## src/rtl/regfile_dump_reader_pkg.sv

```systemverilog
// Shared widths, FSM encoding and the captured-beat record for the register file dump reader.
package regfile_dump_reader_pkg;

  localparam int ADDR_W   = 5;
  localparam int DATA_W   = 32;
  localparam int NUM_REGS = 1 << ADDR_W;

  typedef enum logic [1:0] {
    ST_IDLE = 2'd0,
    ST_LOAD = 2'd1,
    ST_SEND = 2'd2,
    ST_DONE = 2'd3
  } state_t;

  typedef struct packed {
    logic              last;
    logic [ADDR_W-1:0] addr;
    logic [DATA_W-1:0] data;
  } beat_t;

  // NUM_REGS is a power of two, so the natural ADDR_W-bit rollover is the modulo wrap.
  function automatic logic [ADDR_W-1:0] next_addr(input logic [ADDR_W-1:0] a);
    return a + ADDR_W'(1);
  endfunction

endpackage

```

## src/rtl/regfile_dump_reader.sv

```systemverilog
// Walks an inclusive RF address range and streams {addr,data} beats: first beat 2 cycles after start,
// then 1 beat/cycle; a stalled beat holds all out_* stable until out_ready.
module regfile_dump_reader
  import regfile_dump_reader_pkg::*;
(
  input  logic              clk,
  input  logic              reset,
  input  logic              start,
  input  logic              abort,
  input  logic [ADDR_W-1:0] first_addr,
  input  logic [ADDR_W-1:0] last_addr,
  output logic [ADDR_W-1:0] rf_addr,
  input  logic [DATA_W-1:0] rf_data,
  output logic              out_valid,
  input  logic              out_ready,
  output logic [ADDR_W-1:0] out_addr,
  output logic [DATA_W-1:0] out_data,
  output logic              out_last,
  output logic              busy,
  output logic              done
);

  state_t            state;
  logic [ADDR_W-1:0] end_addr;
  beat_t             beat;
  logic              hs;

  assign hs       = out_valid & out_ready;
  assign out_addr = beat.addr;
  assign out_data = beat.data;
  assign out_last = beat.last;

  // rf_addr doubles as the cursor: once a beat is captured it already points at the next register,
  // so the following beat can be captured on the very edge the current one is accepted.
  always_ff @(posedge clk or posedge reset) begin
    if (reset) begin
      state     <= ST_IDLE;
      end_addr  <= '0;
      rf_addr   <= '0;
      beat      <= '0;
      out_valid <= 1'b0;
      busy      <= 1'b0;
      done      <= 1'b0;
    end else begin
      done <= 1'b0;
      case (state)
        ST_IDLE: begin
          if (start && !abort) begin
            end_addr <= last_addr;
            rf_addr  <= first_addr;
            busy     <= 1'b1;
            state    <= ST_LOAD;
          end
        end
        ST_LOAD: begin
          if (abort) begin
            busy  <= 1'b0;
            state <= ST_IDLE;
          end else begin
            beat      <= '{last: (rf_addr == end_addr), addr: rf_addr, data: rf_data};
            out_valid <= 1'b1;
            rf_addr   <= next_addr(rf_addr);
            state     <= ST_SEND;
          end
        end
        ST_SEND: begin
          if (abort) begin
            out_valid <= 1'b0;
            busy      <= 1'b0;
            state     <= ST_IDLE;
          end else if (hs) begin
            if (beat.last) begin
              out_valid <= 1'b0;
              done      <= 1'b1;
              state     <= ST_DONE;
            end else begin
              beat    <= '{last: (rf_addr == end_addr), addr: rf_addr, data: rf_data};
              rf_addr <= next_addr(rf_addr);
            end
          end
        end
        ST_DONE: begin
          busy  <= 1'b0;
          state <= ST_IDLE;
        end
        default: state <= ST_IDLE;
      endcase
    end
  end

endmodule
```

## config.mk

```make
export PLATFORM = sky130hd
export DESIGN_NAME = regfile_dump_reader
export DESIGN_NICKNAME = d
export VERILOG_FILES = /design/src/rtl/regfile_dump_reader_pkg.sv /design/src/rtl/regfile_dump_reader.sv
export SDC_FILE = /design/constraint.sdc
export NUM_CORES = 1
export LEC_CHECK = 0
export BUFFER_PORTS_ARGS = -buffer_cell sky130_fd_sc_hd__buf_2
export CORE_UTILIZATION = 49
export CTS_BUF_LIST = sky130_fd_sc_hd__clkbuf_16
export DETAILED_ROUTE_END_ITERATION = 8
export PLACE_DENSITY = 0.8
export REMOVE_ABC_BUFFERS = 1
export SYNTH_ARGS = -nofsm -noshare
export SYNTH_HDL_FRONTEND = slang
export SYNTH_SLANG_ARGS = --single-unit
export TNS_END_PERCENT = 20
```

## constraint.sdc

```tcl
create_clock -name clk -period 2 [get_ports clk]
set_input_delay 0.4 -clock clk [delete_from_list [all_inputs] [get_ports clk]]
set_output_delay 0.4 -clock clk [all_outputs]
set_load 0.02 [all_outputs]
```

# [Word level (Yosys, flattened, before mapping)]
# Index checks and enable logic that the tools add are counted.
[classes] order_cmp=0 n_div=0 eq_ne=12 n_addsub=1 n_bitwise=1 multipliers=0 mux=29 shifts=0 reduce_logical=13
[ops] cell="$mux W38" count=4
[ops] cell="$pmux W38 S2" count=1
[ops] cell="$mux W5" count=5
[ops] cell="$pmux W5 S3" count=1
[ops] cell="$mux W1" count=10
[ops] cell="$mux W2" count=5
[ops] cell="$ne A2 B2 Y1 const B" count=5
[ops] cell="$pmux W2 S4" count=1
[ops] cell="$reduce_and A4 Y1" count=2
[ops] cell="$ne A3 B3 Y1 const B" count=2
[ops] cell="$reduce_and A6 Y1" count=1
[ops] cell="$add A5 B1 Y5 const B" count=1
[ops] cell="$eq A5 B5 Y1" count=1
[ops] cell="$reduce_and A5 Y1" count=1
[ops] cell="$eq A2 B2 Y1 const B" count=2
[ops] cell="$reduce_and A2 Y1" count=2
[ops] cell="$pmux W1 S3" count=1
[ops] cell="$reduce_and A3 Y1" count=1
[ops] cell="$reduce_bool A3 Y1" count=1
[ops] cell="$eq A2 B1 Y1 const B" count=1
[ops] cell="$logic_not A2 Y1" count=1
[ops] cell="$ne A2 B1 Y1 const B" count=1
[ops] cell="$pmux W1 S2" count=1
[ops] cell="$reduce_bool A2 Y1" count=1
[ops] cell="4 further kinds" count=4
[totals] ram_bits=0 input_bits=47 wordCells=65 out_inout_bits=46 rom_bits=0 ff_bits=53 n_memories=0 latchBits=0

# [Logic depth before layout (Yosys ltp)]
# Gate-level depths: netlist of run 1.
[logic_depth] word_depth=5 mapped_depth=8 ltp_nobuf=6

# [Worst setup path before layout of run 1]
# OpenSTA, ideal clock, no wires.
[synth_timing] kind="reg2reg" start="register state[0]" end="register beat (netlist bit out_addr[0])" stages_incl_launch_ff=9 period_less_slack_ps=1810 n_path_buf=2 setup_time_ps=125 required_time_ps=1875 slack_ps=190 arrival_ps=1685 path_cell_list="dfrtp_1 inv_1 ha_1 o21ai_2 nand3_2 a21o_1 buf_6 buf_12 mux2_4"
[synth_between] elab_chain_cells=3 word_cells_on_any_way=9 cone_classes="eq/ne: 6; mux: 1; reduce/logical: 2"
[synth_lines] element="from (decl)" line="regfile_dump_reader.sv:23" text="state_t state;"
[synth_lines] element="from (signal assigned)" line="regfile_dump_reader.sv:37" text="state <= ST_IDLE;"
[synth_lines] element="from (signal assigned)" line="regfile_dump_reader.sv:52" text="state <= ST_LOAD;"
[synth_lines] element="from (signal assigned)" line="regfile_dump_reader.sv:58" text="state <= ST_IDLE;"
[synth_lines] element="$eq A2 B2 Y1 or $eq A2 B1 Y1 (tied branches)" line="regfile_dump_reader.sv:46" text="case (state)"
[synth_lines] element="$ne A2 B2 Y1 (no line) or $reduce_bool A2 Y1 (tied branches)"
[synth_lines] element="$reduce_and A5 Y1 (no line)"
[synth_lines] element="to (signal assigned)" line="regfile_dump_reader.sv:60" text="beat <= '{last: (rf_addr == end_addr), addr: rf_addr, data: rf_data};"
[synth_lines] element="to (signal assigned)" line="regfile_dump_reader.sv:77" text="beat <= '{last: (rf_addr == end_addr), addr: rf_addr, data: rf_data};"
[synth_lines] element="to (decl)" line="regfile_dump_reader.sv:25" text="beat_t beat;"
# Parallel ways exist; a longest one is shown, timed or not.
# A chain may end at the register's enable or synchronous reset.

# [Final worst setup path of run 1]
[layout_timing] start="register state[1]" end="register beat (netlist bit out_data[1])"
# Same word-level chain as after synthesis.

==> results of run 1 <==
==> power breakdown <==
part | internal [W] | switching [W] | total, W
clock network | 0.000466 | 0.000389 | 0.000855
registers | 0.00164 | 0.000378 | 0.00202
logic | 0.00215 | 0.00198 | 0.00413
total | 0.00426 | 0.00274 | 0.00700
==> routing by layer <==
layer  vias up  share of wire  global-route usage
li1        801              -                   -
met4         0          0.012              0.0654
met3         7          0.047              0.0414
met2        47           0.49               0.309
met5         -              0                   0
met1       826           0.45               0.239
==> cells in the mapped netlist (2+ instances only) <==
cell type / instances / share of area
a2bb2oi_1: 3 / 0.011
nor3_1: 2 / 0.0041
nor2_1: 2 / 0.0030
mux2i_1: 5 / 0.020
xnor2_1: 3 / 0.011
a211oi_1: 2 / 0.0061
buf_12: 3 / 0.024
mux2_4: 30 / 0.18
ha_1: 6 / 0.030
mux2_2: 15 / 0.068
nand3_1: 5 / 0.010
o21ai_0: 6 / 0.012
inv_1: 8 / 0.012
o22ai_1: 2 / 0.0051
xor2_1: 2 / 0.0071
nand2_1: 7 / 0.011
dfrtp_1: 53 / 0.54
==> kinds of logic (layout without fill, tap and decap cells) <==
logic type	count (synthesis)	in the layout	synth area share
AO/OA/AOI/OAI	20	20	0.0572
adder cells (fa/ha/maj)	6	6	0.0304
multiplexers	50	50	0.271
XOR/XNOR	5	5	0.0177
flip-flops	53	53	0.537
buffers and inverters	13	116	0.0425
AND/OR/NAND/NOR	21	21	0.0446
==> critical path, cell delays in order, from the launching register on <==
cell and delay (ns):
dfrtp_1 0.37, inv_1 0.09, ha_1 0.40, nand3_2 0.12
a21o_2 0.26, clkbuf_16 0.21, mux2_4 0.30
==> sequential cells by signal (all words and copies together) (netlist names) <==
name	cells
done	1
out_valid	1
end_addr	5
rf_addr	5
out_last	1
busy	1
out_data	32
out_addr	5
state	2
==> worst paths after layout <==
path                                end  slack, ns  cells past startpoint
max in group asynchronous  out_data[28]       1.32                      3
hold reg to reg                    busy       0.50                      1
hold / removal             out_data[26]       0.13                      2
setup reg to reg            out_data[1]       0.13                      6
setup / recovery            out_data[1]       0.13                      6
min in group clk           out_data[27]       0.33                      2
==> cell type report <==
type,count,area share
clock buffer,5,0.0392
clock inverter,3,0.00666
inverter,8,0.00940
multi-input combinational,102,0.327
sequential,53,0.415
tap,67,0.0263
timing repair buffer,100,0.176
==> stage by stage <==
step	cells	total power, W
3_3_place_gp	329	0.00590
6_report	338	0.00700
5_1_grt	338	0.00740
4_1_cts	337	0.00690
2_1_floorplan	163	0.00481
3_5_place_dp	329	0.00602
==> repair_timing <==
item,in CTS,in global routing
hold endpoints to repair,0,0
hold buffers,0,0
gates resized for setup,0,2
setup endpoints to repair,0,28
==> metrics.txt, run 1 <==
status completed; Hold Crit Class in -> async; Worst-path clk slew 0.07 ns; Leakage 1.65 nW; Yosys cell types 31; Max FO, Critical Path 16; # diodes 0; hpwl dp 3610 µm; initial antenna violation count 0; cells after synthesis 168; Worst setup SP type flop; Crit. Startpoint state[1]; Worst Path Required 2.17 ns; Min Clock Period, post-route 1.87 ns; Min Hold Slack 0.133 ns; number of synthesized flops with an enable pin 0; DIE AREA 5330 µm²; CORE AREA 4790 µm²; Seq. cell area 1330 µm²; Die Height 73.0 µm; sequential fraction of the synthesis area 0.537; Yosys warning total 0; Post-synth ARST share 1.00; Setup WS post-layout 0.130 ns; Final Util 0.667; TritonCTS buffer count 5; overall routing resource usage 0.186; VDD IR max 980 µV; Fmax achieved 535 MHz; clk sinks 53; fillcell total 373; DRC 0; I/O Pins 93; H-Tree Depth 2; Rows 25; antenna viol nets, final 0; commonest non-fill, non-tap cell in the layout buf_2; TNS Setup 0 ns; max-cap violations 0; Detailed Routing Iterations Pass 1 4; starting density of the core 0.516; Hold Violations, Final 0; final instance area 3190 µm²; Chip Width 73.0 µm; fin nets 323; Routed WL 5070 µm; slew at the pin with the worst max-slew slack 0.514 ns; Via density 4.97; CTS tree done; largest net degree at the start of global routing 33; Avg Inst Size Synth 14.7 µm²; vias in the first global route 1551; DRC violation total after the first TritonRoute iteration 72; RSZ-0062 raised after global routing false; GP Congestion 0.836; Setup Buffers After CTS 0; clk buf depth 2; root buf cell clkbuf_16; Max Clock Skew 0.00705 ns; CP arrival 2.04 ns; P per Cell Area 2190 nW/µm²; Overflow after GRT 0; Syn Std Cell Area 2470 µm²; final setup violation count 0; Port-buffer cells 92; Crit Reg-Reg Startpoint state[1]; DR vias 1681; fin crit share 0.935; final-report max-slew violation count 0; prevailing post-synth register cell dfrtp_1; Setup crit end kind flop; share of layout cells above drive strength 1 0.598; area taken by multi-input logic gates 1040 µm²; Layout area overhead 29.2%; FF+latch count, synth 53; pre-CTS setup slack 0.0609 ns; WL per Instance 15.0 µm; most frequent cells in the layout buf_2, dfrtp_1, mux2_4; first-pass GRT wire length 7410 µm; Slew headroom 0.657; WS Path Type reg -> reg; later-pin clock latency in the skew report 0.29 ns; area post-placement 3020 µm²
No activity file was read; power rests on OpenSTA's default activity.
==> inputs of run 2 (changes only) <==
--- a/config.mk
+++ b/config.mk
@@ -6,10 +6,11 @@
 export NUM_CORES = 1
 export LEC_CHECK = 0
 export BUFFER_PORTS_ARGS = -buffer_cell sky130_fd_sc_hd__buf_2
+export CORE_MARGIN = 4
 export CORE_UTILIZATION = 49
 export CTS_BUF_LIST = sky130_fd_sc_hd__clkbuf_16
 export DETAILED_ROUTE_END_ITERATION = 8
-export PLACE_DENSITY = 0.8
+export PLACE_DENSITY = 0.9
 export REMOVE_ABC_BUFFERS = 1
 export SYNTH_ARGS = -nofsm -noshare
 export SYNTH_HDL_FRONTEND = slang
==> constraint.sdc (replaced) <==
create_clock -name clk -period 1.9 [get_ports clk]
set_input_delay 0.38 -clock clk [delete_from_list [all_inputs] [get_ports clk]]
set_output_delay 0.38 -clock clk [all_outputs]
set_load 0.02 [all_outputs]
==> metrics.txt, run 2 (synthesized netlist as in run 1, its figures left out) <==
WL per Instance 15.0 µm (about the same); Worst setup SP type flop; Setup WS post-layout 0.100 ns (-0.0301 ns); max FFs per register 32 (unchanged); pre-CTS setup slack 0.0218 ns (-0.0392 ns); overall routing resource usage 0.169 (-0.0171); clk sinks 53 (unchanged); DR vias 1645 (-2.1%); P per Cell Area 2290 nW/µm² (+4.5%); Detailed Routing Iterations Pass 1 4 (unchanged); TNS Setup 0 ns (unchanged); largest net degree at the start of global routing 32 (-3.0%); initial antenna violation count 0 (unchanged); Setup Buffers After CTS 0 (unchanged); cts repair resizes 0 (unchanged); hold_buf cts 0 (unchanged); area taken by multi-input logic gates 1050 µm² (+0.36%); share of layout cells above drive strength 1 0.593 (-0.00519); Tot Pwr 0.00730 W (+4.2%); # diodes 0 (unchanged); most frequent cells in the layout buf_2, dfrtp_1, mux2_4; final setup violation count 0 (unchanged); root buf cell clkbuf_16; commonest non-fill, non-tap cell in the layout buf_2; met1 Track Usage GR 0.225 (-0.0137); Rows 25 (unchanged); Slew headroom 0.664 (+0.00701); WS Path Type reg -> reg; GRT met3 Usage 0.0374 (-0.00402); DRC violation total after the first TritonRoute iteration 32 (-56%); clk buf depth 2 (unchanged); status completed; Max FO, Critical Path 17 (+1); CP arrival 1.96 ns (-0.08 ns); H-Tree Depth 2 (unchanged); Worst-path clk slew 0.07 ns (about the same); TritonCTS buffer count 5 (unchanged); RSZ-0062 raised after global routing false; Routed WL 5060 µm (-0.35%); fin nets 322 (-0.31%); Leakage 1.64 nW (-0.30%); Layout area overhead 28.9%; I/O Pins 93 (unchanged); fin crit share 0.947 (+0.0124); busiest grt layer met2; DIE AREA 6240 µm² (+17%); max-cap violations 0 (unchanged); Chip Width 79.0 µm (+8.2%); Crit Reg-Reg Startpoint state[1]; Worst Path Required 2.06 ns (-0.11 ns); starting density of the core 0.513 (-0.00335); Hold Crit Class in -> async; fillcell total 392 (+5.1%); flop-to-flop setup slack 0.10 ns (-0.03 ns); VDD IR max 1300 µV (+32%); hpwl dp 3860 µm (+6.7%); Max Clock Skew 0.00764 ns (+0.000584 ns); final-report max-slew violation count 0 (unchanged); Via density 4.88 (-1.9%); Setup crit end kind flop; grt met2 use 0.274 (-0.0351); CORE AREA 4820 µm² (+0.65%); Seq. cell area 1330 µm² (unchanged); Hold Violations, Final 0 (unchanged); Port-buffer cells 92 (unchanged); R2R Path End out_data[15]; Min Clock Period, post-route 1.80 ns (-0.0699 ns); first-pass GRT wire length 8250 µm (+11%); vias in the first global route 1706 (+10%); Overflow after GRT 0 (unchanged); DRC 0 (unchanged); area post-placement 3030 µm² (+0.41%); slew at the pin with the worst max-slew slack 0.504 ns (-0.0105 ns); antenna viol nets, final 0 (unchanged); later-pin clock latency in the skew report 0.28 ns (about the same); CTS tree done; Die Height 79.0 µm (+8.2%); Register-to-Register Path Depth 7 (+1); final instance area 3180 µm² (-0.27%); Fmax achieved 556 MHz (+3.9%); GP Congestion 0.917 (+9.6%)
## run 2: cell types whose count changed in the layout (fill, tap and decap cells not counted), sizes merged
cell,before,now
clkbuf,6,5
## run 2: metrics by stage
step	utilization	instances	hold WS, ns
after floorplan	-	163	0.451
after global routing	0.661	337	0.163
after global placement	0.629	329	0.427
final	0.661	337	0.116
after detailed placement	0.629	329	0.442
after CTS	0.660	337	0.125
## run 2: final cells by class
| class | instances | area share |
|---|---|---|
| Timing Repair Buffer | 99 | 0.173 |
| Multi-Input combinational cell | 102 | 0.329 |
| Inverter | 8 | 0.00943 |
| Clock buffer | 5 | 0.0393 |
| Clock inverter | 3 | 0.00668 |
| Sequential cell | 53 | 0.417 |
| Tap cell | 67 | 0.0263 |
## run 2: worst max-delay path by stage
stage                         from           end  depth (start not counted)
after floorplan           state[0]   out_addr[4]                          6
after global placement    state[0]   out_data[9]                          7
after detailed placement  state[0]   out_data[5]                          7
after CTS                 state[0]   out_data[5]                          7
after global routing      state[0]   out_data[5]                          7
final                     state[1]  out_data[15]                          7
## run 2: power breakdown
| part | internal, W | total (W) | switching, W |
|---|---|---|---|
| logic | 0.00223 | 0.00428 | 0.00204 |
| clock network | 0.000491 | 0.000885 | 0.000395 |
| registers | 0.00173 | 0.00213 | 0.000402 |
| total | 0.00446 | 0.00730 | 0.00284 |
## run 2: critical path: stages (launching register included)
cell and delay, ns:
dfrtp_1 0.37, inv_1 0.10, ha_1 0.22, o21ai_2 0.16, nand3_2 0.12, a21o_4 0.22, buf_12 0.16, mux2_4 0.30
## run 2: layer usage
metal  wire (µm)  up-vias
li1            -      795
met1        2260      788
met2        2460       58
met3         289        4
met4          43        0
met5           0        -
